**config.mk**
```make
export PLATFORM = sky130hd
export DESIGN_NAME = uart_tx_arbiter
export DESIGN_NICKNAME = d
export VERILOG_FILES = /design/src/rtl/uart_pkg.sv /design/src/rtl/uart_rr_pick.sv /design/src/rtl/uart_tx_arbiter.sv
export SDC_FILE = /design/constraint.sdc
export NUM_CORES = 1
export LEC_CHECK = 0
export ABC_AREA = 0
export CELL_PAD_IN_SITES_DETAIL_PLACEMENT = 0
export CELL_PAD_IN_SITES_GLOBAL_PLACEMENT = 1
export CORE_MARGIN = 10
export CORE_UTILIZATION = 31
export DETAILED_ROUTE_END_ITERATION = 6
export PLACE_DENSITY_LB_ADDON = 0.1
export SYNTH_ARGS = -nofsm -noshare
export SYNTH_HDL_FRONTEND = slang
export SYNTH_SLANG_ARGS = --single-unit
```
**constraint.sdc**
```tcl
create_clock -name clk -period 2.4 [get_ports clk]
set_input_delay 0.24 -clock clk [delete_from_list [all_inputs] [get_ports clk]]
set_output_delay 0.24 -clock clk [all_outputs]
set_load 0.01 [all_outputs]
```
**src/rtl/uart_pkg.sv**
```systemverilog
// Shared UART definitions: TX arbiter state encoding, header default and
// the width helper used by the UART FIFOs and arbiter.
package uart_pkg;

    typedef enum logic [1:0] {
        ST_IDLE = 2'd0,
        ST_HDR  = 2'd1,
        ST_DATA = 2'd2
    } arb_state_e;

    localparam logic [7:0] HDR_BASE_DEFAULT = 8'hA0;

    // Ceiling log2; returns 0 for values 0 and 1.
    function automatic int unsigned clog2(input int unsigned value);
        int unsigned r;
        r = 0;
        for (int unsigned i = 0; i < 32; i++) begin
            if ((64'd1 << i) < 64'(value)) begin
                r = i + 1;
            end
        end
        return r;
    endfunction

endpackage

```
**src/rtl/uart_rr_pick.sv**
```systemverilog
// Combinational round-robin picker: first set request after ptr_i, scanning
// upward modulo N, returned one-hot.
module uart_rr_pick
    import uart_pkg::*;
#(
    parameter int unsigned N = 4,
    localparam int unsigned IDX_W = clog2(N)
) (
    input  logic [N-1:0]     req_i,
    input  logic [IDX_W-1:0] ptr_i,
    output logic [N-1:0]     grant_o,
    output logic             found_o
);

    int unsigned idx;
    logic        found;

    always_comb begin
        grant_o = '0;
        found   = 1'b0;
        idx     = 0;
        for (int unsigned i = 1; i <= N; i++) begin
            idx = (32'(ptr_i) + i) % N;
            if (!found && req_i[IDX_W'(idx)]) begin
                grant_o[IDX_W'(idx)] = 1'b1;
                found                = 1'b1;
            end
        end
        found_o = found;
    end

endmodule

```
**src/rtl/uart_tx_arbiter.sv**
```systemverilog
// Round-robin, packet-locked arbiter sharing the UART TX FIFO write port
// among NUM_REQ byte-stream requesters, with optional ID header byte.
module uart_tx_arbiter
    import uart_pkg::*;
#(
    parameter int unsigned NUM_REQ    = 4,
    parameter int unsigned DATA_WIDTH = 8,
    parameter bit          HDR_EN     = 1'b1,
    parameter logic [DATA_WIDTH-1:0] HDR_BASE = DATA_WIDTH'(HDR_BASE_DEFAULT),
    parameter int unsigned MAX_LEN    = 64,
    localparam int unsigned ID_W      = clog2(NUM_REQ),
    localparam int unsigned CNT_W     = clog2(MAX_LEN) + 1
) (
    input  logic                          clk,
    input  logic                          rst,
    input  logic [NUM_REQ-1:0]            req_valid,
    input  logic [NUM_REQ*DATA_WIDTH-1:0] req_data,
    input  logic [NUM_REQ-1:0]            req_last,
    output logic [NUM_REQ-1:0]            req_ready,
    input  logic                          tx_fifo_full,
    output logic                          tx_wr_en,
    output logic [DATA_WIDTH-1:0]         tx_data,
    output logic [ID_W-1:0]               grant_id,
    output logic                          busy,
    output logic                          pkt_done,
    output logic                          trunc_err
);

    arb_state_e             state_q, state_d;
    logic [ID_W-1:0]        grant_q, grant_d;
    logic [ID_W-1:0]        ptr_q, ptr_d;
    logic [CNT_W-1:0]       cnt_q, cnt_d;
    logic [NUM_REQ-1:0]     pick_grant;
    logic                   pick_found;
    logic [ID_W-1:0]        pick_id;
    logic [DATA_WIDTH-1:0]  req_bytes [NUM_REQ];
    logic                   at_max;

    for (genvar gi = 0; gi < NUM_REQ; gi++) begin : g_unpack
        assign req_bytes[gi] = req_data[gi*DATA_WIDTH +: DATA_WIDTH];
    end

    uart_rr_pick #(.N(NUM_REQ)) u_pick (
        .req_i   (req_valid),
        .ptr_i   (ptr_q),
        .grant_o (pick_grant),
        .found_o (pick_found)
    );

    always_comb begin
        pick_id = '0;
        for (int unsigned i = 0; i < NUM_REQ; i++) begin
            if (pick_grant[i]) begin
                pick_id = ID_W'(i);
            end
        end
    end

    assign at_max   = (cnt_q == CNT_W'(MAX_LEN - 1));
    assign busy     = (state_q != ST_IDLE);
    assign grant_id = grant_q;

    // Next state and write-port outputs; only the granted requester is observed.
    always_comb begin
        state_d   = state_q;
        grant_d   = grant_q;
        ptr_d     = ptr_q;
        cnt_d     = cnt_q;
        tx_wr_en  = 1'b0;
        tx_data   = '0;
        req_ready = '0;
        pkt_done  = 1'b0;
        trunc_err = 1'b0;
        case (state_q)
            ST_IDLE: begin
                if (pick_found) begin
                    grant_d = pick_id;
                    cnt_d   = '0;
                    state_d = HDR_EN ? ST_HDR : ST_DATA;
                end
            end
            ST_HDR: begin
                tx_data = HDR_BASE | DATA_WIDTH'(grant_q);
                if (!tx_fifo_full) begin
                    tx_wr_en = 1'b1;
                    state_d  = ST_DATA;
                end
            end
            ST_DATA: begin
                if (req_valid[grant_q] && !tx_fifo_full) begin
                    tx_wr_en           = 1'b1;
                    req_ready[grant_q] = 1'b1;
                    tx_data            = req_bytes[grant_q];
                    cnt_d              = cnt_q + CNT_W'(1);
                    if (req_last[grant_q] || at_max) begin
                        pkt_done  = 1'b1;
                        trunc_err = at_max && !req_last[grant_q];
                        ptr_d     = grant_q;
                        state_d   = ST_IDLE;
                    end
                end
            end
            default: state_d = ST_IDLE;
        endcase
    end

    always_ff @(posedge clk or negedge rst) begin
        if (!rst) begin
            state_q <= ST_IDLE;
            grant_q <= '0;
            ptr_q   <= ID_W'(NUM_REQ - 1);
            cnt_q   <= '0;
        end else begin
            state_q <= state_d;
            grant_q <= grant_d;
            ptr_q   <= ptr_d;
            cnt_q   <= cnt_d;
        end
    end

endmodule

```
# Yosys cells after proc, flatten, opt, wreduce, memory -nomap -nowiden
# Index checks and enable logic that the tools add are counted.
[totals]
output_inout_bits = 18
memories = 0
regBits = 13
inputBits = 43
latch_bits = 0
ram_bits = 0
romBits = 0
[classes]
magnitude_cmp = 11
eq_ne = 7
div = 0
bitwise = 4
muxes = 57
shifts = 0
add_sub_neg = 5
mul = 0
n_reduce_logical = 23
[op_table]
columns = ["operator", "n"]
rows = [
  ["1-bit 2-to-1 mux", 24],
  ["4-bit 2-to-1 mux", 6],
  ["8-bit 2-to-1 mux", 3],
  ["8-bit binary-select mux with 2-bit select", 1],
  ["8-bit case mux with 2 select lines", 1],
  ["2-bit by 3-bit less-than comparator with 1-bit output (second input constant)", 5],
  ["7-bit 2-to-1 mux", 2],
  ["7-bit case mux with 2 select lines", 1],
  ["1-bit binary-select mux with 2-bit select", 6],
  ["2-bit 2-to-1 mux", 6],
  ["4-bit bitwise OR", 3],
  ["1-bit demux with 2-bit select", 5],
  ["2-bit by 1-bit greater-or-equal comparator with 1-bit output (second input constant)", 5],
  ["1-bit logical AND", 10],
  ["2-bit inequality test (second input constant)", 4],
  ["7-bit by 1-bit adder with 7-bit output (second input constant)", 1],
  ["7-bit by 6-bit == test with 1-bit output (second input constant)", 1],
  ["2-bit case mux with 3 select lines", 1],
  ["3-bit AND reduction", 2],
  ["1-bit zero test", 5],
  ["2-bit by 1-bit adder with 2-bit output (second input constant)", 2],
  ["2-bit adder (second input constant)", 2],
  ["4-bit AND reduction", 1],
  ["2-bit nonzero test", 2],
  ["8 further kinds", 8],
]

# Logic depth before layout (Yosys ltp)
[logic_depth]
depth_word = 16
depth_mapped = 7
ltp_nobuf = 7

# By module
# Synthesis repeated with hierarchy kept, for this count alone.
[unflattened]
hier_cells = 179
hier_area_um2 = 1666.6
[by_module_without_submodules]
columns = ["mod", "instances", "area_each_um2", "cells_each"]
rows = [
  ["uart_tx_arbiter", 1, 1251.2, 131],
  ["uart_rr_pick", 1, 415.4, 48],
]

# Worst setup path before layout
# Ideal clock, no wire load.
[synth_path]
path_type = "reg-to-reg"
start = "register ptr_q[0]"
end = "register grant_q[0] (netlist: grant_id[0])"
t_required_ps = 2265
synth_period_minus_slack_ps = 2030
path_slack_ps = 370
path_buffers = 0
setup_ps = 135
stages_incl_launch_ff = 8
arrival_time_ps = 1895
path_cell_list = "dfstp_2 -> inv_1 -> ha_1 -> mux4_1 -> or3b_1 -> a21oi_1 -> a211o_1 -> o22ai_1"
[synth_between]
elab_chain_cells = 16
word_cells_on_any_way = 53
classes_between = "add/sub (4); order compare (8); mux (27); bitwise (3); reduce/logical (11)"
[synth_lines]
columns = ["item", "line", "source"]
rows = [
  ["from (decl)", "uart_tx_arbiter.sv:31", "logic [ID_W-1:0] ptr_q, ptr_d;"],
  ["from (signal assigned)", "uart_tx_arbiter.sv:111", "ptr_q <= ID_W'(NUM_REQ - 1);"],
  ["from (signal assigned)", "uart_tx_arbiter.sv:116", "ptr_q <= ptr_d;"],
  ["parallel branches: the longest is 16 deep, another holds 2-bit by 3-bit less-than comparator with 1-bit output", "n/a", ""],
  ["to (signal assigned)", "uart_tx_arbiter.sv:115", "grant_q <= grant_d;"],
  ["to (decl)", "uart_tx_arbiter.sv:30", "logic [ID_W-1:0] grant_q, grant_d;"],
]
# Parallel ways; which one is timed is not known. The select of a mux whose other input is x is not followed.
# A chain may end at the register's enable or synchronous reset.

# Worst setup path in the final report
[layout_path]
start = "register grant_q[1] (netlist: grant_id[1])"
end = "output pkt_done"
[layout_between]
elab_chain_cells = 6
word_cells_on_any_way = 9
classes_between = "mux (7); reduce/logical (2)"
[layout_lines]
columns = ["item", "line", "source"]
rows = [
  ["1-bit binary-select mux with 2-bit select", "uart_tx_arbiter.sv:95", "if (req_last[grant_q] || at_max) begin"],
  ["1-bit 2-to-1 mux (not written as such)", "uart_tx_arbiter.sv:95", ""],
  ["1-bit logical OR", "uart_tx_arbiter.sv:95", ""],
  ["1-bit 2-to-1 mux", "uart_tx_arbiter.sv:95", ""],
  ["1-bit 2-to-1 mux (*)", "uart_tx_arbiter.sv:90", "if (req_valid[grant_q] && !tx_fifo_full) begin"],
  ["1-bit 2-to-1 mux (*)", "uart_tx_arbiter.sv:74", "case (state_q)"],
  ["to (decl)", "uart_tx_arbiter.sv:25", "output logic pkt_done,"],
]
# Mark *: on every way between the ends. The rest lies on a longest branch, timed or not. The select of a mux whose other input is x is not followed.

==> impl_metrics.toml <==
[status]
status = "finished clean"

[synth]
synth_top_area_share_pct = 19.52
avgSynthCellArea_sq_um = 9.464
synthFlopType = "dfrtp_1"
synth_cell_type_count = 43
yosys-top-cells-area = "dfrtp_1, mux4_2, ha_1"
yosys_warnings = 0
synth_area_sq_um = 1410
synth_edf_count = 0
synth-async-reset-ratio_pct = 100.0
synth_nets = 204
synth-seq-cells = 13
syn_inst = 149
synth-seq-area-share_pct = 23.25
synth_area_leader_cell = "dfrtp_1"

[sta]
skew_ns = 0.001360
worst_slew_pin_slew_ns = 0.6459
hold_viol_final = 0
slew_headroom_pct = 56.81
period_share_pct = 96.42
fmax_ghz = 0.4321
finalSetupViolCount = 0
tns_ns = 0
postLayoutSetupSlackWorst_ns = 0.08583
finalHoldWorstSlack_ns = 0.3946
finalCriticalPeriod_ns = 2.314
slew_viol_final = 0

[route]
wl_per_cell_um = 17.10
dr.pass1.iters = 6
drt-vias-per-instance = 5.138
routed_wl_um = 4719
drc = 0
vias = 1418
antenna_left = 0
drtIter0Drc = 68

[critical_path]
slowest_stage = "clkdlybuf4s50_1"
cp-start-kind = "register"
critical_path_class = "reg -> out"
r2r_start = "ptr_q[1]"
cp.required_ns = 2.16
reg2reg_to = "grant_id[0]"
r2r_cells = 7
cp_max_fo = 17
crit_chain = "buf_4 -> buf_6 -> mux4_2 -> a31oi_4 -> nor2_1 -> clkdlybuf4s50_1"
max_stage_delay_ns = 0.49
critPathCaptureType = "output pin"
r2r_slack_ns = 0.19
worst-path-buf-inv = 3
cp.arrival_ns = 2.07
path_delay_family = "buffers and inverters"

[place]
dpl_worst_slack_ns = -0.05921
place_inst = 269
place_area_sq_um = 2137
port_buffers = 60
gp_congestion = 0.8215
place_hpwl_um = 3859

[floorplanning]
io_pins = 61
placeableCoreArea_sq_um = 4384
die_y_um = 87.45
die-area_sq_um = 7647
start_util_pct = 32.16
fp-row-count = 24
die_w_um = 87.45

[global_routing]
grt_pass1_vias = 1463
grt_antenna_before_repair = 0
grt-ovfl-total = 0
grt_max_degree = 18
grt_use_total_pct = 12.50
grt_pass1_wl_um = 7741

[layout]
design_area_sq_um = 2265
nets = 280
area_growth_pct = 60.60
multiInputGateArea_sq_um = 1046
antennaDiodeCount = 0
register_area_sq_um = 329.1
drive_gt1_share_pct = 18.75
fillers = 412
finalNonFillerCells = 276

[clock_network]
clkTransAtPathRegs_ns = 0.06
cts.sinks = 13
numCtsBuffers = 3
tritoncts = "yes"
root_buffer = "clkbuf_8"
cts_hold_buf = 0
htree_levels = 1
cts_buffer_depth = 2
worstSkewPairLatency_ns = 0.24

[power]
ir_worst_vdd_mv = 0.4363
p_sw_share_pct = 42.28
p_leak_nw = 1.037
pwr-share-comb_pct = 71.1
powerDensity_nw_per_um2 = 905.3
p_clk_share_pct = 9.8
share_seq_of_total_power_pct = 19.1
power.internal_mw = 1.183
netSwitchingPower_uw = 866.9

[flow_run]
maxCapViolCount = 0

[worst_hold_path]
hold_class = "in -> async"
[cell families after synthesis]
kind of cell	synth area share (%)
AO/OA/AOI/OAI	12.42
XOR/XNOR	2.485
adder cells (fa/ha/maj)	10.65
buffers and inverters	5.234
flip-flops	23.25
multiplexers	22.09
AND/OR/NAND/NOR	23.87
[how the worst max path moves through the flow]
stage | startpoint | to | slack (ns) | cells past startpoint
CTS | grant_id[1] | pkt_done | 0.01 | 5
global placement | req_valid[3] | tx_data[0] | -0.01 | 6
global route | grant_id[1] | pkt_done | -0.006 | 6
floorplan | ptr_q[0] | grant_id[0] | 0.37 | 7
detailed placement | req_valid[3] | tx_data[5] | -0.06 | 6
finish | grant_id[1] | pkt_done | 0.09 | 6
[cell usage in the layout (no fill, tap or decap), drive strengths merged, types with 2 or more instances in the layout]
cell / n
dfstp: 2
dlymetal6s2s: 7
clkdlybuf4s50: 53
a31oi: 2
mux4: 13
nand2: 13
o21ai: 5
a22oi: 2
dfrtp: 11
and3: 7
nand3: 9
a21oi: 11
buf: 16
ha: 12
nor2b: 6
nor3: 3
nor2: 11
or3b: 4
xor2: 3
inv: 10
clkbuf: 4
nand4: 2
[state kept, by name, summed over array words and instances, names as in the netlist]
register  flops
cnt_q         7
state_q       2
ptr_q         2
grant_id      2
[worst reg2reg max path, cell delays in order, from the launching register on]
cell and delay, ns:
dfstp_2 0.63, inv_1 0.13, ha_1 0.32, mux4_1 0.26, or3b_1 0.35, a21oi_1 0.20
a211o_1 0.13, o22ai_1 0.05
[area by class of cell]
cell class | instances | share of cell area, %
timing repair buffer | 76 | 32.76
multi-input combinational | 121 | 46.19
inverter | 10 | 1.657
sequential | 13 | 14.53
clock buffer | 4 | 1.989
tap | 52 | 2.873
[power groups by stage]
| stage | Clock [mW] | Sequential, mW | Combinational (mW) |
|---|---|---|---|
| after floorplan | 0 | 0.366 | 0.939 |
| after global placement | 0 | 0.403 | 1.37 |
| after detailed placement | 0 | 0.402 | 1.39 |
| after CTS | 0.205 | 0.395 | 1.42 |
| after global routing | 0.218 | 0.406 | 1.62 |
| final | 0.201 | 0.392 | 1.46 |
[stage by stage]
| stage | util [%] | total power, mW |
|---|---|---|
| finish | 51.66 | 2.050 |
| CTS | 50.20 | 2.020 |
| detailed placement | 48.74 | 1.790 |
| global route | 51.66 | 2.241 |
| floorplan | - | 1.305 |
| global placement | 48.74 | 1.773 |
[Yosys cell counts (3+ instances only)]
cell,instances
or3b_1,3
and3_1,7
inv_1,10
dfrtp_1,11
xor2_1,3
nor2b_1,6
a21oi_1,11
mux4_2,11
nand3_1,9
ha_1,12
o21ai_0,4
nor2_1,11
nand2_1,13
nor3_1,3
[timing repair]
action / CTS / global route
setup buffers: 1 / 2
setup endpoints to repair: 15 / 14
gates resized for setup: 4 / 13
gates cloned: 0 / 0
[routing by layer]
| metal | up-vias | track usage, % | share of wire, % | wire length (um) |
|---|---|---|---|---|
| met5 | - | 0 | 0 | 0 |
| met4 | 0 | 3.333 | 1.4 | 66 |
| met3 | 6 | 1.311 | 1.8 | 86 |
| met2 | 16 | 23.15 | 56 | 2644 |
| met1 | 691 | 14.65 | 41 | 1922 |
| li1 | 705 | - | - | - |
No activity file was read; power rests on OpenSTA's default activity.
